File: src/rtl/calc_sequencer.sv
// Keypad sequencing FSM for the 8-bit add/subtract calculator.
// Optional macro CALC_SEQ_CHAIN_EN: an operator key in SHOW_R chains the result into A.
module calc_sequencer #(
    parameter int DIGITS  = 3,
    parameter int ALU_LAT = 2
) (
    input  logic       clk,
    input  logic       reset,
    input  logic       key_valid,
    input  logic [3:0] key_code,
    input  logic       clear_entry,
    input  logic       clear_all,
    output logic       digit_en,
    output logic       entry_clr,
    output logic       load_a_n,
    output logic       load_b_n,
    output logic       load_r_n,
    output logic       add_sub,
    output logic       disp_sel,
    output logic       a_src,
    output logic [2:0] state_dbg
);

    localparam int CNT_W = $clog2(DIGITS + 1);

    typedef enum logic [2:0] {
        ENTER_A = 3'b000,
        LOAD_A  = 3'b001,
        ENTER_B = 3'b010,
        EXEC    = 3'b011,
        SHOW_R  = 3'b100
    } state_e;

    state_e             state_q, state_d;
    logic [CNT_W-1:0]   cnt_q, cnt_d;
    logic [3:0]         lat_q, lat_d;
    logic               digit_en_q, digit_en_d;
    logic               entry_clr_q, entry_clr_d;
    logic               load_a_n_q, load_a_n_d;
    logic               load_b_n_q, load_b_n_d;
    logic               load_r_n_q, load_r_n_d;
    logic               add_sub_q, add_sub_d;
    logic               disp_sel_q, disp_sel_d;
    logic               a_src_q, a_src_d;

    logic is_digit, is_op, is_eq;

    assign is_digit = (key_code <= 4'd9);
    assign is_op    = (key_code == 4'hA) || (key_code == 4'hB);
    assign is_eq    = (key_code == 4'hE);

    always_comb begin
        state_d     = state_q;
        cnt_d       = cnt_q;
        lat_d       = lat_q;
        add_sub_d   = add_sub_q;
        disp_sel_d  = disp_sel_q;
        a_src_d     = a_src_q;
        digit_en_d  = 1'b0;
        entry_clr_d = 1'b0;
        load_a_n_d  = 1'b1;
        load_b_n_d  = 1'b1;
        load_r_n_d  = 1'b1;

        if (clear_all) begin
            state_d     = ENTER_A;
            cnt_d       = '0;
            lat_d       = '0;
            add_sub_d   = 1'b0;
            disp_sel_d  = 1'b0;
            a_src_d     = 1'b0;
            entry_clr_d = 1'b1;
        end else begin
            unique case (state_q)
                ENTER_A, ENTER_B: begin
                    if (clear_entry) begin
                        entry_clr_d = 1'b1;
                        cnt_d       = '0;
                    end else if (key_valid) begin
                        if (is_digit) begin
                            if (cnt_q < CNT_W'(DIGITS)) begin
                                digit_en_d = 1'b1;
                                cnt_d      = cnt_q + 1'b1;
                            end
                        end else if (is_op) begin
                            if (state_q == ENTER_A) begin
                                if (cnt_q != '0) begin
                                    add_sub_d  = key_code[0];
                                    load_a_n_d = 1'b0;
                                    state_d    = LOAD_A;
                                end
                            end else if (cnt_q == '0) begin
                                add_sub_d = key_code[0];
                            end
                        end else if (is_eq && state_q == ENTER_B && cnt_q != '0) begin
                            load_b_n_d = 1'b0;
                            lat_d      = 4'(ALU_LAT);
                            state_d    = EXEC;
                        end
                    end
                end
                LOAD_A: begin
                    entry_clr_d = 1'b1;
                    cnt_d       = '0;
                    a_src_d     = 1'b0;
                    state_d     = ENTER_B;
                end
                EXEC: begin
                    // The registered load_r_n strobe doubles as the "result loaded" marker.
                    if (!load_r_n_q) begin
                        disp_sel_d = 1'b1;
                        state_d    = SHOW_R;
                    end else if (lat_q != '0) begin
                        lat_d = lat_q - 4'd1;
                    end else begin
                        load_r_n_d = 1'b0;
                    end
                end
                SHOW_R: begin
                    if (key_valid) begin
                        if (is_digit) begin
                            entry_clr_d = 1'b1;
                            disp_sel_d  = 1'b0;
                            cnt_d       = '0;
                            state_d     = ENTER_A;
                        end
`ifdef CALC_SEQ_CHAIN_EN
                        else if (is_op) begin
                            add_sub_d  = key_code[0];
                            a_src_d    = 1'b1;
                            load_a_n_d = 1'b0;
                            state_d    = LOAD_A;
                        end
`endif
                    end
                end
                default: state_d = ENTER_A;
            endcase
        end
    end

    always_ff @(posedge clk) begin
        if (reset) begin
            state_q     <= ENTER_A;
            cnt_q       <= '0;
            lat_q       <= '0;
            digit_en_q  <= 1'b0;
            entry_clr_q <= 1'b1;
            load_a_n_q  <= 1'b1;
            load_b_n_q  <= 1'b1;
            load_r_n_q  <= 1'b1;
            add_sub_q   <= 1'b0;
            disp_sel_q  <= 1'b0;
            a_src_q     <= 1'b0;
        end else begin
            state_q     <= state_d;
            cnt_q       <= cnt_d;
            lat_q       <= lat_d;
            digit_en_q  <= digit_en_d;
            entry_clr_q <= entry_clr_d;
            load_a_n_q  <= load_a_n_d;
            load_b_n_q  <= load_b_n_d;
            load_r_n_q  <= load_r_n_d;
            add_sub_q   <= add_sub_d;
            disp_sel_q  <= disp_sel_d;
            a_src_q     <= a_src_d;
        end
    end

    assign digit_en  = digit_en_q;
    assign entry_clr = entry_clr_q;
    assign load_a_n  = load_a_n_q;
    assign load_b_n  = load_b_n_q;
    assign load_r_n  = load_r_n_q;
    assign add_sub   = add_sub_q;
    assign disp_sel  = disp_sel_q;
    assign a_src     = a_src_q;
    assign state_dbg = state_q;

endmodule

File: config.mk
export PLATFORM = sky130hd
export DESIGN_NAME = calc_sequencer
export DESIGN_NICKNAME = d
export VERILOG_FILES = /design/src/rtl/calc_sequencer.sv
export SDC_FILE = /design/constraint.sdc
export NUM_CORES = 1
export LEC_CHECK = 0
export BUFFER_PORTS_ARGS = -buffer_cell sky130_fd_sc_hd__buf_2
export CAP_MARGIN = 0
export CORE_MARGIN = 4
export CORE_UTILIZATION = 56
export DETAILED_ROUTE_END_ITERATION = 16
export PLACE_DENSITY_LB_ADDON = 0.1
export SLEW_MARGIN = 20
export SYNTH_ARGS = -nofsm -noshare
export SYNTH_HDL_FRONTEND = slang
export SYNTH_SLANG_ARGS = --single-unit
export TNS_END_PERCENT = 1
File: constraint.sdc
create_clock -name clk -period 5.5 [get_ports clk]
set_input_delay 1.1 -clock clk [delete_from_list [all_inputs] [get_ports clk]]
set_output_delay 1.1 -clock clk [all_outputs]
set_load 0.05 [all_outputs]
==> impl_results.md <==
- Vias per Instance: 5.89
- Final count of hold timing violations: 0
- Internal: 164 µW
- DRC: 0
- CP endpoint kind: primary output
- Vias in the first global route: 780
- Slowest Stage Delay on Critical Path: 0.65 ns
- Cell Area, Synth: 917 µm²
- Worst Max-Slew Pin Slew: 0.562 ns
- Most common cell after layout, fill and taps aside: buf_2
- WP data arrival: 1.31 ns
- Yosys warns: 0
- TritonCTS buffer count: 3
- DRT Pass-1 Iters: 4
- Nets: 140
- Startpoint Class: register
- Initial antenna violation count: 0
- Layout Cells excl Fill: 143
- Syn_nets: 122
- Share of cells above drive strength 1: 0.205
- Max Slew Vio Count: 0
- Buffer and inverter count on the worst path: 1
- Highest-count cells in the layout ignoring fill and taps: buf_2, dfxtp_1, nor2_1, inv_1, nand2_1
- WP data required: 4.40 ns
- Period utilization: 0.438
- CTS sink count: 16
- Global Route Usage Sum: 0.170
- Levels on crit path: 1
- Site Rows: 14
- Setup WS post-layout: 3.09 ns
- Flop pwr share: 0.537
- HP Class: register to register
- CTS H-tree depth: 1
- Post-CTS setup repair buffer count: 0
- Logic gate share of total power: 0.092
- CTS resizes: 0
- # setup viols final: 0
- Status: finished clean
- Top delay family on crit path: flip-flops
- Maximum clock rate: 416 MHz
- GRT Residual Overflow: 0
- Peak supply drop: 0.202 mV
- RSZ-0062 raised after global routing: no
- Sw power: 54.0 µW
- CP max FO: 16
- Register area share after synthesis: 0.349
- RD Place Congestion: 0.881
- Reg-to-Reg Start: cnt_q[0]$_SDFFE_PP0P_
- Final wirelength: 1.91 mm
- Final Core Density: 0.677
- Root Driver: clkbuf_4
- Uppermost layer routed: met4
- Critical path endpoint: state_dbg[1]
- Type of the worst setup path: register to primary output
- Tmin final: 2.41 ns
- Area grow syn2layout: 12.4%
- Pleak: 0.000398 µW
- Max Cap Viol: 0
- CTS Buffer Depth: 2
- Routed vias: 842
- Synth Register Bits: 16
- Routed length on met2: 894 µm
- Clk_lat worst skew: 0.29 ns
- Clock skew: 0.00618 ns
- CP max stage cell: dfxtp_1
- R2R Setup Slk: 3.59 ns
- Sw frac: 0.248
- Overall power: 218 µW
- CTS tree: done
- I/O pins: 20
- 1st-iter DRT viols: 33
- Worst path cell trace: buf_2
- Post-synthesis area per instance: 8.34 µm²
- Die area: 0.00235 mm²
- Port Buffer Count: 18
- Synth cell types: 44
- Met3 wire length: 77 µm
- Worst reg2reg endpoint: lat_q[2]$_SDFFE_PP0P_
- CTS Hold Bufs: 0
- Setup slack at placement: 2.89 ns
- Power per cell area: 211 mW/mm²
- Core ar.: 0.00152 mm²
- DRT antenna net count: 0
- Clock power share: 0.371
- Global-route wire length before repair: 3.31 mm
- Largest net degree at the start of global routing: 17
- N_diodes: 0
- Die Y-Extent: 48.5 µm
- M1 WL: 921 µm
- Fillers: 132
- Clock transition at path regs: 0.10 ns
- Placed cells: 139
- Crit. Startpoint: state_dbg[1]$_SDFFE_PP0P_
- Worst reg2reg path depth: 7
- Cell count after synthesis: 110
- Routed len/inst: 13.4 µm
- Setup TNS: 0 ns
- HPWL reported at the end of detailed placement: 1.43 mm
- Die width: 48.5 µm
- Initial Utilization: 0.602
- Worst slew margin: 0.621
## synthesized netlist by cell type, drive strengths merged
library cell  number  area [µm²]
dfxtp             16         320
nor2              15        63.8
inv                8        30.0
nand2              7        26.3
nor3               5        25.0
o21ai              5        25.0
a21oi              4        20.0
buf                4        28.8
mux2i              4        40.0
nand3b             4        30.0
ha                 3        37.5
nor3b              3        22.5
and3b              2        17.5
nand2b             2        12.5
nand4              2        12.5
o31ai              2        15.0
o32a               2        32.5
or2                2        15.0
a211oi             1        7.51
a21boi             1        7.51
a311oi             1        8.76
a31oi              1        6.26
a32o               1        10.0
and2               1        6.26
and3               1        6.26
clkbuf             1        3.75
conb               1        3.75
nand3              1        5.00
nand4b             1        8.76
nor4               1        6.26
nor4b              1        8.76
o21a               1        7.51
o221ai             1        8.76
o22ai              1        6.26
o311ai             1        8.76
or2b               1        7.51
or3                1        6.26
xor2               1        8.76
## cells by family after synthesis
family	count (synthesis)	share of synthesized area
compound gates	22	0.179
fa+ha+maj	3	0.0409
simple gates	50	0.306
xor+xnor	1	0.00955
buf+inv	13	0.0682
mux	4	0.0437
other cells	1	0.00409
flops	16	0.349
## state kept, by name, indices dropped and copies added, names as in the netlist
| register | count |
|---|---|
| entry_clr | 1 |
| load_r_n | 1 |
| disp_sel | 1 |
| add_sub | 1 |
| cnt_q | 2 |
| lat_q | 4 |
| load_b_n | 1 |
| load_a_n | 1 |
| state_dbg | 3 |
| digit_en | 1 |
## power groups by stage
stage          clock network, µW  registers [µW]  logic, µW
2_1_floorplan                  0             121       11.6
3_3_place_gp                   0             120       19.4
3_5_place_dp                   0             120       19.8
4_1_cts                     81.4             117       19.8
5_1_grt                     87.6             117       22.0
6_report                    80.8             117       20.1
## layout make-up
class,count,area (µm²),area share
sequential,16,320,0.311
timing repair buffer,18,90.1,0.0874
multi-input combinational,81,534,0.518
tap,16,20.0,0.0194
clock buffer,4,36.3,0.0352
inverter,8,30.0,0.0291
## per-layer routing
layer / vias up / GRT usage
met4: 0 / 0.0538
met5: - / 0
li1: 426 / -
met3: 2 / 0.0307
met2: 24 / 0.272
met1: 390 / 0.231
## worst min path at each step
stage	startpoint	depth (start not counted)	endpoint	slack, ns
floorplan	lat_q[3]$_SDFFE_PP0P_	2	lat_q[3]$_SDFFE_PP0P_	0.46
global placement	load_r_n$_SDFF_PP1_	1	load_r_n$_SDFF_PP1_	0.43
detailed placement	load_r_n$_SDFF_PP1_	1	load_r_n$_SDFF_PP1_	0.43
CTS	load_r_n$_SDFF_PP1_	1	load_r_n$_SDFF_PP1_	0.46
global route	load_r_n$_SDFF_PP1_	1	load_r_n$_SDFF_PP1_	0.50
finish	load_r_n$_SDFF_PP1_	1	load_r_n$_SDFF_PP1_	0.45
## per-stage QoR
step / hold WS, ns / area [µm²]
floorplan: 0.457 / 917
global placement: 0.429 / 995
detailed placement: 0.426 / 995
CTS: 0.455 / 1030
global route: 0.497 / 1030
finish: 0.454 / 1030
Note: power is estimated with default switching activity, not from simulation.
